### src/rtl/toggle_stream_checker_sat_counter.sv
// Saturating up-counter with synchronous clear.
// The count sticks at all-ones instead of wrapping.
module sat_counter #(
  parameter int W = 8
) (
  input  logic         clk,
  input  logic         clr,
  input  logic         inc,
  output logic [W-1:0] value
);

  function automatic logic [W-1:0] sat_inc(input logic [W-1:0] v);
    return (v == {W{1'b1}}) ? v : v + W'(1);
  endfunction

  always_ff @(posedge clk) begin
    if (clr) begin
      value <= '0;
    end else if (inc) begin
      value <= sat_inc(value);
    end
  end

endmodule

### config.mk
export PLATFORM = sky130hd
export DESIGN_NAME = sat_counter
export DESIGN_NICKNAME = d
export VERILOG_FILES = /design/src/rtl/toggle_stream_checker_sat_counter.sv
export SDC_FILE = /design/constraint.sdc
export NUM_CORES = 1
export LEC_CHECK = 0
export CAP_MARGIN = 30
export CORE_AREA = 4 4 41 43
export CTS_BUF_LIST = sky130_fd_sc_hd__clkbuf_4 sky130_fd_sc_hd__clkbuf_8 sky130_fd_sc_hd__clkbuf_16
export DETAILED_ROUTE_END_ITERATION = 12
export DIE_AREA = 0 0 45 47
export HOLD_SLACK_MARGIN = 0.15
export PLACE_DENSITY = 0.56
export SLEW_MARGIN = 20
export SYNTH_ARGS = -nofsm -noshare
export SYNTH_HDL_FRONTEND = slang
export SYNTH_SLANG_ARGS = --single-unit
export TNS_END_PERCENT = 1
### constraint.sdc
create_clock -name clk -period 2.2 [get_ports clk]
set_input_delay 0.66 -clock clk [delete_from_list [all_inputs] [get_ports clk]]
set_output_delay 0.66 -clock clk [all_outputs]
set_load 0.005 [all_outputs]
==> impl_metrics.csv, run 1 <==
group,metric,value,unit
cells_and_area,fillers,144,
cells_and_area,final_area,558,µm²
cells_and_area,diodes,0,
clock_network,cts_tree,"done",
floorplanning,die_h,47,µm
yosys,synth_warnings,0,
pwr,power_leakage,0.000198,µW
detailed_routing,viasPerCell,5.61,
timing,finalMaxSlewViolations,0,
placement,dp_cells,68,
run,cap_violations,0,
cells_and_area,drive_gt1_frac,0.143,
timing,hold_violations,0,
floorplanning,fp-row-count,13,
cells_and_area,largest_reg_flops,8,
yosys,yosys-mux-area-fraction,0.0909,
yosys,syn_inst,45,
clock_network,cts_root_buffer,"clkbuf_4",
cells_and_area,syn_to_final_growth,26.7,%
clock_network,cts_hold_buf,0,
yosys,synth_top_cell_by_area,"dfxtp_1",
yosys,ys_seq_elements,8,
worst_setup_path,crit_family,"buffers and inverters",
floorplanning,die_w,45,µm
cells_and_area,final_cell_mix,"clkdlybuf4s50_1, dfxtp_1",
global_route,antenna_found_initial,0,
hold_path,worstHoldStart,"value[1]$_SDFFE_PP0P_",
yosys,yosys-top-cells-area,"dfxtp_1, mux2_4, a211oi_1, a31oi_1, nor2b_1",
worst_setup_path,start_kind,"flip-flop",
detailed_routing,vias,398,
yosys,synth_compound_area_frac,0.210,
floorplanning,core,0.00130,mm²
clock_network,clock_sinks,8,
global_route,first_global_vias,337,
yosys,syn_area_per_cell,9.79,µm²
detailed_routing,initialDrtViolationCount,15,
detailed_routing,drtPass1Iterations,3,
yosys,synth_xor_area_frac,0,
global_route,grt_pass1_wl,1560,µm
worst_setup_path,rr_startpoint,"value[0]$_SDFFE_PP0P_",
detailed_routing,drc,0,
yosys,synthAdderAreaFrac,0.0284,
yosys,synth_fp_nets,49,
outcome,outcome,"complete, no violations",
worst_setup_path,end_kind,"output port",
global_route,grt_max_degree,12,
worst_setup_path,cp.required,1.54,ns
global_route,grt_overflow,0,
worst_setup_path,path_class,"flip-flop to output port",
placement,gp_congestion,0.753,
timing,relSlewSlack,0.740,
cells_and_area,final_cells,71,
floorplanning,io_pins,11,
yosys,synth_top_family_by_area,"simple AND/OR/NAND/NOR gates",
floorplanning,die_area,0.00212,mm²
hold_path,hp-class,"flip-flop to flip-flop",
timing,setup_viol,0,
placement,portBuffers,10,
clock_network,clkLatencyLatePin,0.25,ns
clock_network,cts_buffers,3,
worst_setup_path,worstPathArrival,1.28,ns
floorplanning,start_util,0.338,
worst_setup_path,crit_path_top_delay_cell,"clkdlybuf4s50_1",
cells_and_area,regMostFlops,"value",
timing,period_needed,1.94,ns
worst_setup_path,cp-startpoint,"value[2]$_SDFFE_PP0P_",
timing,fin_crit_sh,0.880,
clock_network,cts_buffer_depth,2,
clock_network,cts_setup_buffers,0,
yosys,yosys.area.top_type_share,0.364,
timing,rsz0062_at_grt,"false",
timing,fmax,516,MHz
yosys,synth-simple-area-share,0.244,
cells_and_area,reg.largest.list,"value (8)",
placement,postPlaceCellArea,536,µm²
clock_network,clkTransAtPathRegs,0.06,ns
yosys,ys_types,25,
clock_network,post_cts_resized,0,
cells_and_area,nets,62,
global_route,track_usage,0.107,
yosys,syn_area,440,µm²
detailed_routing,drt_wl_total,934,µm
timing,setup_tns,0,ns
detailed_routing,wl_per_cell,13.2,µm
yosys,synth_seq_area_share,0.364,
worst_setup_path,cp.buffers_inverters,1,
detailed_routing,drtAntennaViolNets,0,
timing,fin_skew,0.00440,ns
pwr,power_density,526,mW/mm²
worst_setup_path,cp_max_fo,8,
timing,worstMarginPinSlew,0.389,ns
worst_setup_path,crit_chain,"clkdlybuf4s50_1",
placement,hpwl,689,µm
cells_and_area,layout_commonest_cell,"clkdlybuf4s50_1",
pwr,peakVddDrop,0.166,mV
clock_network,cts_htree_levels,1,
worst_setup_path,cp_slowest_stage_delay,0.56,ns
-- power breakdown --
| part | switching, µW | internal, µW |
|---|---|---|
| clock network | 48.1 | 62.3 |
| logic | 11.4 | 17.4 |
| registers | 5.50 | 149 |
-- synthesized netlist by cell type (all sizes together) --
| master | count |
|---|---|
| nor3b | 1 |
| a31oi | 3 |
| a21boi | 1 |
| dlymetal6s2s | 1 |
| and4 | 2 |
| nand2b | 2 |
| inv | 1 |
| ha | 1 |
| and3 | 2 |
| dfxtp | 8 |
| nand2 | 1 |
| buf | 1 |
| nor2 | 3 |
| nor3 | 1 |
| nand3 | 1 |
| mux2i | 1 |
| a21oi | 2 |
| a311oi | 2 |
| nor2b | 3 |
| mux2 | 2 |
| a211oi | 3 |
| nand4 | 2 |
| a41oi | 1 |
-- metrics by stage --
step	utilization	total power, µW	setup slack, ns	hold slack [ns]
floorplan	-	172	0.770	0.500
global placement	0.412	186	0.276	0.516
detailed placement	0.412	187	0.217	0.525
CTS	0.429	298	0.270	0.532
global route	0.429	312	0.220	0.559
finish	0.429	293	0.264	0.532
-- routing by layer --
layer / vias to the layer above / wire (µm) / GRT usage
met2: 7 / 427 / 0.153
met4: 0 / 9 / 0.0702
met5: - / 0 / 0
met1: 190 / 450 / 0.137
met3: 2 / 47 / 0.0345
li1: 199 / - / -
-- layout make-up --
class	count	area [µm²]	share of cell area
Multi-Input combinational cell	34	253	0.453
Sequential cell	8	160	0.287
Timing Repair Buffer	10	100	0.179
Clock buffer	3	22.5	0.0404
Tap cell	15	18.8	0.0336
Inverter	1	3.75	0.00673
-- final timing paths --
kind / end / slack (ns) / cells past startpoint
setup / recovery: value[2] / 0.26 / 1
hold / removal: value[1]$_SDFFE_PP0P_ / 0.53 / 2
setup reg to reg: value[0]$_SDFFE_PP0P_ / 0.67 / 4
hold reg to reg: value[1]$_SDFFE_PP0P_ / 0.53 / 2
-- logic make-up (layout without fill, tap and decap cells) --
logic type	Yosys count	after routing
buf+inv	3	14
simple gates	18	18
fa+ha+maj	1	1
flops	8	8
mux	3	3
compound gates	12	12
Power figures use the tool's default switching activity.
==> run 2, diff against run 1 <==
--- a/config.mk
+++ b/config.mk
@@ -6,12 +6,14 @@
 export NUM_CORES = 1
 export LEC_CHECK = 0
 export CAP_MARGIN = 30
+export CELL_PAD_IN_SITES_DETAIL_PLACEMENT = 0
+export CELL_PAD_IN_SITES_GLOBAL_PLACEMENT = 1
 export CORE_AREA = 4 4 41 43
-export CTS_BUF_LIST = sky130_fd_sc_hd__clkbuf_4 sky130_fd_sc_hd__clkbuf_8 sky130_fd_sc_hd__clkbuf_16
+export CTS_BUF_LIST = sky130_fd_sc_hd__clkbuf_2 sky130_fd_sc_hd__clkbuf_4 sky130_fd_sc_hd__clkbuf_8
 export DETAILED_ROUTE_END_ITERATION = 12
 export DIE_AREA = 0 0 45 47
 export HOLD_SLACK_MARGIN = 0.15
-export PLACE_DENSITY = 0.56
+export PLACE_DENSITY = 0.71
 export SLEW_MARGIN = 20
 export SYNTH_ARGS = -nofsm -noshare
 export SYNTH_HDL_FRONTEND = slang
==> run 2 against run 1 <==
Global-route usage is 0.74 points higher. Via count rose by 1.5%. Largest cell class unchanged. Design area unchanged. Hold slack worse by 0.0091 ns. Combinational power about the same. Clock skew grew 0.0093 ns. Sequential cell count stayed put. Highest routed layer unchanged. Critical path type unchanged. Power is 1.2% higher. Die area stayed put. Clock power grew 4%. Setup slack worse by 0.017 ns.
==> impl_metrics.csv, run 2 (synthesized netlist as in run 1, its figures left out) <==
group,metric,value,unit
cells_and_area,final_cell_mix,"clkdlybuf4s50_1, dfxtp_1",
run,cap_violations,0,
cells_and_area,layout_commonest_cell,"clkdlybuf4s50_1",
timing,setup_tns,0,ns
worst_setup_path,path_class,"flip-flop to output port",
pwr,power_leakage,0.000198,µW
worst_setup_path,cp.required,1.54,ns
worst_setup_path,cp_max_fo,8,
floorplanning,die_area,0.00212,mm²
global_route,grt_max_degree,12,
timing,relSlewSlack,0.739,
placement,dp_cells,68,
floorplanning,fp-row-count,13,
placement,hpwl,689,µm
detailed_routing,viasPerCell,5.69,
cells_and_area,reg.largest.list,"value (8)",
clock_network,clkLatencyLatePin,0.26,ns
cells_and_area,regArea,160,µm²
detailed_routing,drtAntennaViolNets,0,
timing,fmax,512,MHz
worst_setup_path,cp_slowest_stage_delay,0.56,ns
global_route,grt_pass1_wl,1690,µm
hold_path,min_to,"value[4]$_SDFFE_PP0P_",
cells_and_area,regMostFlops,"value",
cells_and_area,nets,62,
worst_setup_path,start_kind,"flip-flop",
hold_path,worstHoldStart,"value[4]$_SDFFE_PP0P_",
floorplanning,die_h,47,µm
clock_network,cts_root_buffer,"clkbuf_4",
clock_network,cts_buffers,3,
cells_and_area,largest_reg_flops,8,
cells_and_area,multiInputGateArea,253,µm²
timing,hold_violations,0,
timing,worst_hold_slack,0.523,ns
worst_setup_path,rr_startpoint,"value[0]$_SDFFE_PP0P_",
worst_setup_path,crit_path_top_delay_cell,"clkdlybuf4s50_1",
worst_setup_path,r2r_end,"value[0]$_SDFFE_PP0P_",
timing,fin_skew,0.0137,ns
outcome,outcome,"complete, no violations",
clock_network,post_cts_resized,0,
worst_setup_path,end_kind,"output port",
timing,rsz0062_at_grt,"false",
hold_path,hp-class,"flip-flop to flip-flop",
clock_network,cts_tree,"done",
detailed_routing,drc,0,
cells_and_area,drive_gt1_frac,0.143,
worst_setup_path,worstPathArrival,1.29,ns
floorplanning,die_w,45,µm
global_route,track_usage,0.114,
placement,gp_congestion,0.730,
clock_network,cts_htree_levels,1,
pwr,power_density,532,mW/mm²
clock_network,cts_setup_buffers,0,
cells_and_area,final_cells,71,
clock_network,clock_sinks,8,
timing,period_needed,1.95,ns
floorplanning,core,0.00130,mm²
timing,fin_crit_sh,0.888,
global_route,grt_overflow,0,
timing,setup_viol,0,
hold_path,min_path_cells,2,
detailed_routing,drtPass1Iterations,2,
pwr,peakVddDrop,0.256,mV
detailed_routing,vias,404,
clock_network,cts_buffer_depth,2,
floorplanning,start_util,0.338,
timing,finalMaxSlewViolations,0,
worst_setup_path,crit_family,"buffers and inverters",
cells_and_area,fillers,142,
detailed_routing,initialDrtViolationCount,8,
cells_and_area,syn_to_final_growth,26.7,%
worst_setup_path,crit_chain,"clkdlybuf4s50_1",
detailed_routing,wl_per_cell,13.7,µm
placement,pre_cts_slack,0.238,ns
worst_setup_path,reg2reg_slack,0.67,ns
global_route,antenna_found_initial,0,
worst_setup_path,reg2regPathDepth,4,
clock_network,clkTransAtPathRegs,0.06,ns
timing,setup_slack,0.247,ns
detailed_routing,drt_wl_total,974,µm
clock_network,cts_hold_buf,0,
worst_setup_path,cp.buffers_inverters,1,
floorplanning,io_pins,11,
global_route,first_global_vias,386,
cells_and_area,diodes,0,
timing,worstMarginPinSlew,0.390,ns
placement,portBuffers,10,
-- run 2: cell counts in the layout (fill, tap and decap cells not counted) --
No cell type changed its count.
-- run 2: area by class of cell --
cell class / count / area share
Timing Repair Buffer: 10 / 0.179
Sequential cell: 8 / 0.287
Tap cell: 15 / 0.0336
Clock buffer: 3 / 0.0404
Inverter: 1 / 0.00673
Multi-Input combinational cell: 34 / 0.453
-- run 2: worst max-delay path by stage --
stage / slack, ns / endpoint / cells past startpoint / from
5_1_grt: 0.21 / value[6] / 1 / value[6]$_SDFFE_PP0P_
3_3_place_gp: 0.27 / value[5]$_SDFFE_PP0P_ / 4 / inc
2_1_floorplan: 0.77 / value[0]$_SDFFE_PP0P_ / 4 / value[0]$_SDFFE_PP0P_
3_5_place_dp: 0.24 / value[5]$_SDFFE_PP0P_ / 4 / inc
6_report: 0.25 / value[2] / 1 / value[2]$_SDFFE_PP0P_
4_1_cts: 0.25 / value[2] / 1 / value[2]$_SDFFE_PP0P_
-- run 2: metrics by stage --
step / power [µW] / cell area (µm²) / utilization
2_1_floorplan: 172 / 440 / -
3_3_place_gp: 186 / 536 / 0.412
3_5_place_dp: 186 / 536 / 0.412
4_1_cts: 302 / 558 / 0.429
5_1_grt: 315 / 558 / 0.429
6_report: 297 / 558 / 0.429
-- run 2: worst min-delay path, delay by kind of cell (launching register included) --
| family | cells | cell delay, ns |
|---|---|---|
| compound gates | 1 | 0.06 |
| buf+inv | 1 | 0.08 |
| flops | 1 | 0.33 |
-- run 2: power by group --
part / switching [µW] / internal, µW
clock: 51.2 / 62.5
combinational: 11.5 / 17.4
sequential: 5.75 / 149
total: 68.4 / 229
-- run 2: per-layer routing --
layer	global-route usage	wire, µm
met1	0.145	480
met2	0.161	410
met3	0.0460	56
met4	0.0702	26
met5	0	0
==> run 3, diff against run 2 <==
--- a/config.mk
+++ b/config.mk
@@ -10,6 +10,7 @@
 export CELL_PAD_IN_SITES_GLOBAL_PLACEMENT = 1
 export CORE_AREA = 4 4 41 43
 export CTS_BUF_LIST = sky130_fd_sc_hd__clkbuf_2 sky130_fd_sc_hd__clkbuf_4 sky130_fd_sc_hd__clkbuf_8
+export CTS_CLUSTER_DIAMETER = 100
 export DETAILED_ROUTE_END_ITERATION = 12
 export DIE_AREA = 0 0 45 47
 export HOLD_SLACK_MARGIN = 0.15
==> results of run 3 <==
Final layout, timing and power as in run 2 (identical DEF).
